<file path="src/rtl/axi_pkg.sv">
// Shared AXI burst constants, FSM state type and cache-line geometry.
// The data cache uses the same line/beat widths.
package axi_pkg;

    localparam int unsigned LINE_WIDTH     = 512;
    localparam int unsigned BEAT_WIDTH     = 64;
    localparam int unsigned BEATS_PER_LINE = LINE_WIDTH / BEAT_WIDTH;
    localparam int unsigned BEAT_IDX_WIDTH = $clog2(BEATS_PER_LINE);
    localparam int unsigned LINE_BYTES     = LINE_WIDTH / 8;

    localparam logic [1:0] AXI_BURST_INCR = 2'b01;
    localparam logic [1:0] AXI_RESP_OKAY  = 2'b00;
    localparam logic [2:0] AXI_SIZE_8B    = 3'b011;

    typedef enum logic [2:0] {
        ST_IDLE,
        ST_AR,
        ST_R,
        ST_R_DONE,
        ST_AW,
        ST_W,
        ST_B,
        ST_B_DONE
    } axi_state_e;

endpackage

</file>
<file path="src/rtl/axi_line_buffer.sv">
// Cache-line register: whole-line load, single-beat write port and a beat read mux.
// Load takes priority over a beat write in the same cycle.
module axi_line_buffer #(
    parameter int unsigned BLOCK_WIDTH = 512,
    parameter int unsigned DATA_WIDTH  = 64,
    parameter int unsigned IDX_W       = $clog2(BLOCK_WIDTH / DATA_WIDTH)
) (
    input  logic                   clk,
    input  logic                   arstn,
    input  logic                   load_en,
    input  logic [BLOCK_WIDTH-1:0] load_line,
    input  logic                   wr_en,
    input  logic [IDX_W-1:0]       wr_idx,
    input  logic [DATA_WIDTH-1:0]  wr_data,
    input  logic [IDX_W-1:0]       rd_idx,
    output logic [DATA_WIDTH-1:0]  rd_data,
    output logic [BLOCK_WIDTH-1:0] line
);

    always_ff @(posedge clk) begin
        if (!arstn) begin
            line <= '0;
        end else if (load_en) begin
            line <= load_line;
        end else if (wr_en) begin
            line[wr_idx*DATA_WIDTH +: DATA_WIDTH] <= wr_data;
        end
    end

    assign rd_data = line[rd_idx*DATA_WIDTH +: DATA_WIDTH];

endmodule

</file>
<file path="src/rtl/axi_burst_master.sv">
// Cache-line refill / writeback bridge onto a 64-bit AXI4 master port.
// One transaction at a time; refills and writebacks are single 8-beat INCR bursts.
module axi_burst_master
    import axi_pkg::*;
#(
    parameter int unsigned ADDR_WIDTH  = 64,
    parameter int unsigned DATA_WIDTH  = 64,
    parameter int unsigned BLOCK_WIDTH = 512,
    parameter logic [3:0]  AXI_ID      = 4'd0
) (
    input  logic                      clk,
    input  logic                      arstn,
    input  logic                      i_start_read,
    input  logic                      i_start_write,
    input  logic [ADDR_WIDTH-1:0]     i_addr,
    input  logic [BLOCK_WIDTH-1:0]    i_data_block,
    output logic [BLOCK_WIDTH-1:0]    o_data_block,
    output logic                      o_read_last,
    output logic                      o_b_resp,
    output logic                      o_resp_err,
    output logic [3:0]                o_arid,
    output logic [ADDR_WIDTH-1:0]     o_araddr,
    output logic [7:0]                o_arlen,
    output logic [2:0]                o_arsize,
    output logic [1:0]                o_arburst,
    output logic                      o_arvalid,
    input  logic                      i_arready,
    input  logic [DATA_WIDTH-1:0]     i_rdata,
    input  logic [1:0]                i_rresp,
    input  logic                      i_rlast,
    input  logic                      i_rvalid,
    output logic                      o_rready,
    output logic [3:0]                o_awid,
    output logic [ADDR_WIDTH-1:0]     o_awaddr,
    output logic [7:0]                o_awlen,
    output logic [2:0]                o_awsize,
    output logic [1:0]                o_awburst,
    output logic                      o_awvalid,
    input  logic                      i_awready,
    output logic [DATA_WIDTH-1:0]     o_wdata,
    output logic [DATA_WIDTH/8-1:0]   o_wstrb,
    output logic                      o_wlast,
    output logic                      o_wvalid,
    input  logic                      i_wready,
    input  logic [1:0]                i_bresp,
    input  logic                      i_bvalid,
    output logic                      o_bready
);

    localparam int unsigned BEATS      = BLOCK_WIDTH / DATA_WIDTH;
    localparam int unsigned IDX_W      = $clog2(BEATS);
    localparam int unsigned LINE_BYTES = BLOCK_WIDTH / 8;
    localparam logic [IDX_W-1:0]      LAST_BEAT = IDX_W'(BEATS - 1);
    localparam logic [ADDR_WIDTH-1:0] LINE_MASK = ~ADDR_WIDTH'(LINE_BYTES - 1);

    axi_state_e              state;
    logic [IDX_W-1:0]        beat;
    logic [ADDR_WIDTH-1:0]   addr;

    logic                    refill_wr_c;
    logic                    wb_load_c;
    logic [IDX_W-1:0]        wb_rd_idx_c;
    logic [DATA_WIDTH-1:0]   wb_beat_c;
    logic [DATA_WIDTH-1:0]   refill_beat_unused;
    logic [BLOCK_WIDTH-1:0]  wb_line_unused;

    // Burst shape is fixed; only the address is transaction-specific.
    assign o_arid    = AXI_ID;
    assign o_awid    = AXI_ID;
    assign o_araddr  = addr;
    assign o_awaddr  = addr;
    assign o_arlen   = 8'(BEATS - 1);
    assign o_awlen   = 8'(BEATS - 1);
    assign o_arsize  = AXI_SIZE_8B;
    assign o_awsize  = AXI_SIZE_8B;
    assign o_arburst = AXI_BURST_INCR;
    assign o_awburst = AXI_BURST_INCR;
    assign o_wstrb   = '1;

    // Refill lanes land directly in the output line; writeback line is captured at accept.
    always_comb begin
        refill_wr_c = 1'b0;
        wb_load_c   = 1'b0;
        wb_rd_idx_c = '0;
        if (state == ST_R) begin
            refill_wr_c = i_rvalid;
        end
        if (state == ST_IDLE) begin
            wb_load_c = i_start_write;
        end
        if (state == ST_W) begin
            wb_rd_idx_c = beat + IDX_W'(1);
        end
    end

    axi_line_buffer #(
        .BLOCK_WIDTH (BLOCK_WIDTH),
        .DATA_WIDTH  (DATA_WIDTH),
        .IDX_W       (IDX_W)
    ) u_refill_buf (
        .clk       (clk),
        .arstn     (arstn),
        .load_en   (1'b0),
        .load_line ('0),
        .wr_en     (refill_wr_c),
        .wr_idx    (beat),
        .wr_data   (i_rdata),
        .rd_idx    ('0),
        .rd_data   (refill_beat_unused),
        .line      (o_data_block)
    );

    axi_line_buffer #(
        .BLOCK_WIDTH (BLOCK_WIDTH),
        .DATA_WIDTH  (DATA_WIDTH),
        .IDX_W       (IDX_W)
    ) u_wb_buf (
        .clk       (clk),
        .arstn     (arstn),
        .load_en   (wb_load_c),
        .load_line (i_data_block),
        .wr_en     (1'b0),
        .wr_idx    ('0),
        .wr_data   ('0),
        .rd_idx    (wb_rd_idx_c),
        .rd_data   (wb_beat_c),
        .line      (wb_line_unused)
    );

    // Transaction FSM with registered channel valids/readies and completion pulses.
    always_ff @(posedge clk) begin
        if (!arstn) begin
            state       <= ST_IDLE;
            beat        <= '0;
            addr        <= '0;
            o_arvalid   <= 1'b0;
            o_rready    <= 1'b0;
            o_awvalid   <= 1'b0;
            o_wvalid    <= 1'b0;
            o_wlast     <= 1'b0;
            o_wdata     <= '0;
            o_bready    <= 1'b0;
            o_read_last <= 1'b0;
            o_b_resp    <= 1'b0;
            o_resp_err  <= 1'b0;
        end else begin
            o_read_last <= 1'b0;
            o_b_resp    <= 1'b0;
            case (state)
                ST_IDLE: begin
                    if (i_start_write) begin
                        addr      <= i_addr & LINE_MASK;
                        o_awvalid <= 1'b1;
                        state     <= ST_AW;
                    end else if (i_start_read) begin
                        addr      <= i_addr & LINE_MASK;
                        o_arvalid <= 1'b1;
                        state     <= ST_AR;
                    end
                end
                ST_AR: begin
                    if (i_arready) begin
                        o_arvalid <= 1'b0;
                        o_rready  <= 1'b1;
                        beat      <= '0;
                        state     <= ST_R;
                    end
                end
                ST_R: begin
                    if (i_rvalid) begin
                        // Errors are only flagged; completion is by beat count.
                        if ((i_rresp != AXI_RESP_OKAY) || (i_rlast != (beat == LAST_BEAT))) begin
                            o_resp_err <= 1'b1;
                        end
                        if (beat == LAST_BEAT) begin
                            o_rready    <= 1'b0;
                            o_read_last <= 1'b1;
                            beat        <= '0;
                            state       <= ST_R_DONE;
                        end else begin
                            beat <= beat + IDX_W'(1);
                        end
                    end
                end
                ST_R_DONE: begin
                    state <= ST_IDLE;
                end
                ST_AW: begin
                    if (i_awready) begin
                        o_awvalid <= 1'b0;
                        o_wvalid  <= 1'b1;
                        o_wdata   <= wb_beat_c;
                        o_wlast   <= 1'b0;
                        beat      <= '0;
                        state     <= ST_W;
                    end
                end
                ST_W: begin
                    if (i_wready) begin
                        if (beat == LAST_BEAT) begin
                            o_wvalid <= 1'b0;
                            o_wlast  <= 1'b0;
                            o_bready <= 1'b1;
                            beat     <= '0;
                            state    <= ST_B;
                        end else begin
                            beat    <= beat + IDX_W'(1);
                            o_wdata <= wb_beat_c;
                            o_wlast <= ((beat + IDX_W'(1)) == LAST_BEAT);
                        end
                    end
                end
                ST_B: begin
                    if (i_bvalid) begin
                        if (i_bresp != AXI_RESP_OKAY) begin
                            o_resp_err <= 1'b1;
                        end
                        o_bready <= 1'b0;
                        o_b_resp <= 1'b1;
                        state    <= ST_B_DONE;
                    end
                end
                ST_B_DONE: begin
                    state <= ST_IDLE;
                end
                default: begin
                    state <= ST_IDLE;
                end
            endcase
        end
    end

endmodule

</file>
<file path="config.mk">
export PLATFORM = sky130hd
export DESIGN_NAME = axi_burst_master
export DESIGN_NICKNAME = d
export VERILOG_FILES = /design/src/rtl/axi_pkg.sv /design/src/rtl/axi_line_buffer.sv /design/src/rtl/axi_burst_master.sv
export SDC_FILE = /design/constraint.sdc
export NUM_CORES = 2
export LEC_CHECK = 0
export CORE_AREA = 2 2 552 554
export CTS_CLUSTER_SIZE = 25
export DETAILED_ROUTE_END_ITERATION = 10
export DIE_AREA = 0 0 554 556
export GPL_TIMING_DRIVEN = 0
export HOLD_SLACK_MARGIN = 0.03
export PLACE_DENSITY = 0.43
export SLEW_MARGIN = 15
export SYNTH_ARGS = -nofsm -noshare
export SYNTH_HDL_FRONTEND = slang
export SYNTH_HIERARCHICAL = 1
export SYNTH_SLANG_ARGS = --single-unit
</file>
<file path="constraint.sdc">
create_clock -name clk -period 3.05 [get_ports clk]
set_input_delay 0.305 -clock clk [delete_from_list [all_inputs] [get_ports clk]]
set_output_delay 0.305 -clock clk [all_outputs]
set_load 0.05 [all_outputs]
</file>
==> results_dict.tcl <==
set metrics [dict create \
    area_growth_pct 55.0 \
    p_per_area_nw_per_um2 706 \
    violations "slew limit" \
    rsz0062_at_grt "no" \
    synth.avg_cell_area_um2 10.1 \
    setup_viol 0 \
    cp_data_required_time_ps 3780 \
    gp_congestion 0.937 \
    cts_root_buf "clkbuf_16" \
    switchingPower_w 0.0210 \
    cpMostUsedCell "buf_2" \
    globalRouteTotalUtil 0.232 \
    netlist_area_um2 50300 \
    clk_path_buf_depth 4 \
    finalCritPeriodShare 0.993 \
    antenna_found_initial 103 \
    hold_path_class "input pin to register" \
    power.internal_w 0.0340 \
    slowest_stage "clkbuf_1" \
    wl_per_cell_um 32.9 \
    drt-vias-per-instance 4.66 \
    tns_ps 0 \
    cp.arrival_ps 3760 \
    vias 53187 \
    rows 202 \
    max_stage_delay_ps 580 \
    clk_latency_ps 850 \
    end_kind "register" \
    drc_errors 0 \
    layout-drive-gt1-share 0.108 \
    core-area_um2 302000 \
    dp_hpwl_mm 307 \
    cts_tree "yes" \
    skew_ps 98.1 \
    grt_max_degree 14 \
    min_period_ps 3030 \
    antenna_left 0 \
    cp_max_fo 10 \
    grt_pass1_vias 51411 \
    clock-sinks 1161 \
    routed_wl_mm 375 \
    drtIter0Drc 5058 \
    worst_pin_slew_ps 1820 \
    start_util 0.166 \
    holdWs_ps 147 \
    dp_worst_setup_slack_ps -1220 \
    ys_warn_count 6 \
    hold_violations 0 \
    outcome "complete, but fails checks" \
    fmax_ghz 0.330 \
    port_buffers 1347 \
    dieArea_um2 308000 \
    vdd_drop_max_v 0.000390 \
    drv_cap 0 \
    leakagePower_nw 31.0 \
    cts_inserted_buffers 153 \
    netlist_instances 4988 \
    total_power_w 0.0550 \
    ios 1409 \
    p_comb_frac 0.326 \
    netSwitchingFraction 0.382 \
    startpoint_type "register" \
    htree_levels 4 \
    overflow 0 \
    power.share.clock 0.330 \
    path_buf_inv 4 \
    critPathKind "register to register" \
    power_frac_seq 0.344 \
    nets 7957 \
    crit_family "buffers and inverters" \
    slew_violations 22 \
    firstDrtPassIters 5 \
    die_x_um 554 \
    most-common-layout-cells "1,339 x clkdlybuf4s50_1, 1,154 x dfxtp_1, 830 x a221o_1" \
    dieHeight_um 556 \
    final_common_cell "clkdlybuf4s50_1" \
    post-route-util 0.258 \
    crit_chain "buf_6, nor3_4, and2_1, buf_2, buf_2, clkbuf_1, and3_1, a221o_1" \
    slew_headroom -0.220 \
    grt_pass1_wl_mm 485 \
    clk_pin_slew_ps 60 \
    finalWorstSetupSlack_ps 21.3 \
]
[power by group through the flow]
stage                     combinational, W  sequential (W)  clock (W)
after global routing                0.0186          0.0191     0.0190
after floorplan                    0.00738          0.0208          0
after CTS                           0.0177          0.0189     0.0185
after global placement              0.0172          0.0192          0
after detailed placement            0.0173          0.0192          0
final                               0.0179          0.0189     0.0181
[through the flow]
step | cells | area [um^2]
global route | 11394 | 77900
finish | 11416 | 77900
detailed placement | 11052 | 71900
floorplan | 5712 | 53000
CTS | 11381 | 77700
global placement | 11037 | 71400
[area by class of cell]
| class | count | area [um^2] |
|---|---|---|
| fillers | 32287 | 224000 |
| multi-input cells | 3645 | 25900 |
| flip-flops and latches | 1161 | 23300 |
| repair buffers | 1429 | 14500 |
| well taps | 3978 | 4980 |
| clock buffers | 221 | 4450 |
| plain buffers | 712 | 3590 |
| inverters | 192 | 721 |
| clock inverters | 48 | 439 |
| diodes | 30 | 75.1 |
[worst register-to-register path, stage by stage (launching register included)]
cell and delay [ps]:
dfxtp_1 300, buf_6 130, nor3_4 380, and2_1 390
buf_2 310, buf_2 410, clkbuf_1 580, and3_1 370
a221o_1 140
[final timing paths]
check / end / start / slack (ps) / cells past startpoint
worst max-delay path: u_wb_buf/line[482] / state[2] / 20 / 8
worst min-delay path: o_araddr[31] / i_addr[31] / 150 / 3
worst max register to register: u_wb_buf/line[482] / state[2] / 20 / 8
worst min register to register: o_wdata[28] / o_wdata[28] / 450 / 2
[registers in the layout, indices dropped and copies added, names as in the netlist]
name,flops
beat,3
o_araddr,58
o_arvalid,1
o_awvalid,1
o_b_resp,1
o_bready,1
o_read_last,1
o_resp_err,1
o_rready,1
o_wdata,64
o_wlast,1
o_wvalid,1
state,3
u_refill_buf/line,512
u_wb_buf/line,512
[layer usage]
metal  share of wire  up-vias  global-route usage
met5         0.00070        -                   0
met4           0.065       40               0.130
met3           0.074      657              0.0546
met2            0.50     2811               0.414
met1            0.36    26428               0.251
li1                -    23251                   -
[timing repair]
item	in CTS	in global routing
setup buffers	4	6
hold endpoints to repair	64	0
gates resized for setup	121	28
pin swaps	3	4
hold buffers	57	0
setup endpoints to repair	1027	247
Power figures use the tool's default switching activity.
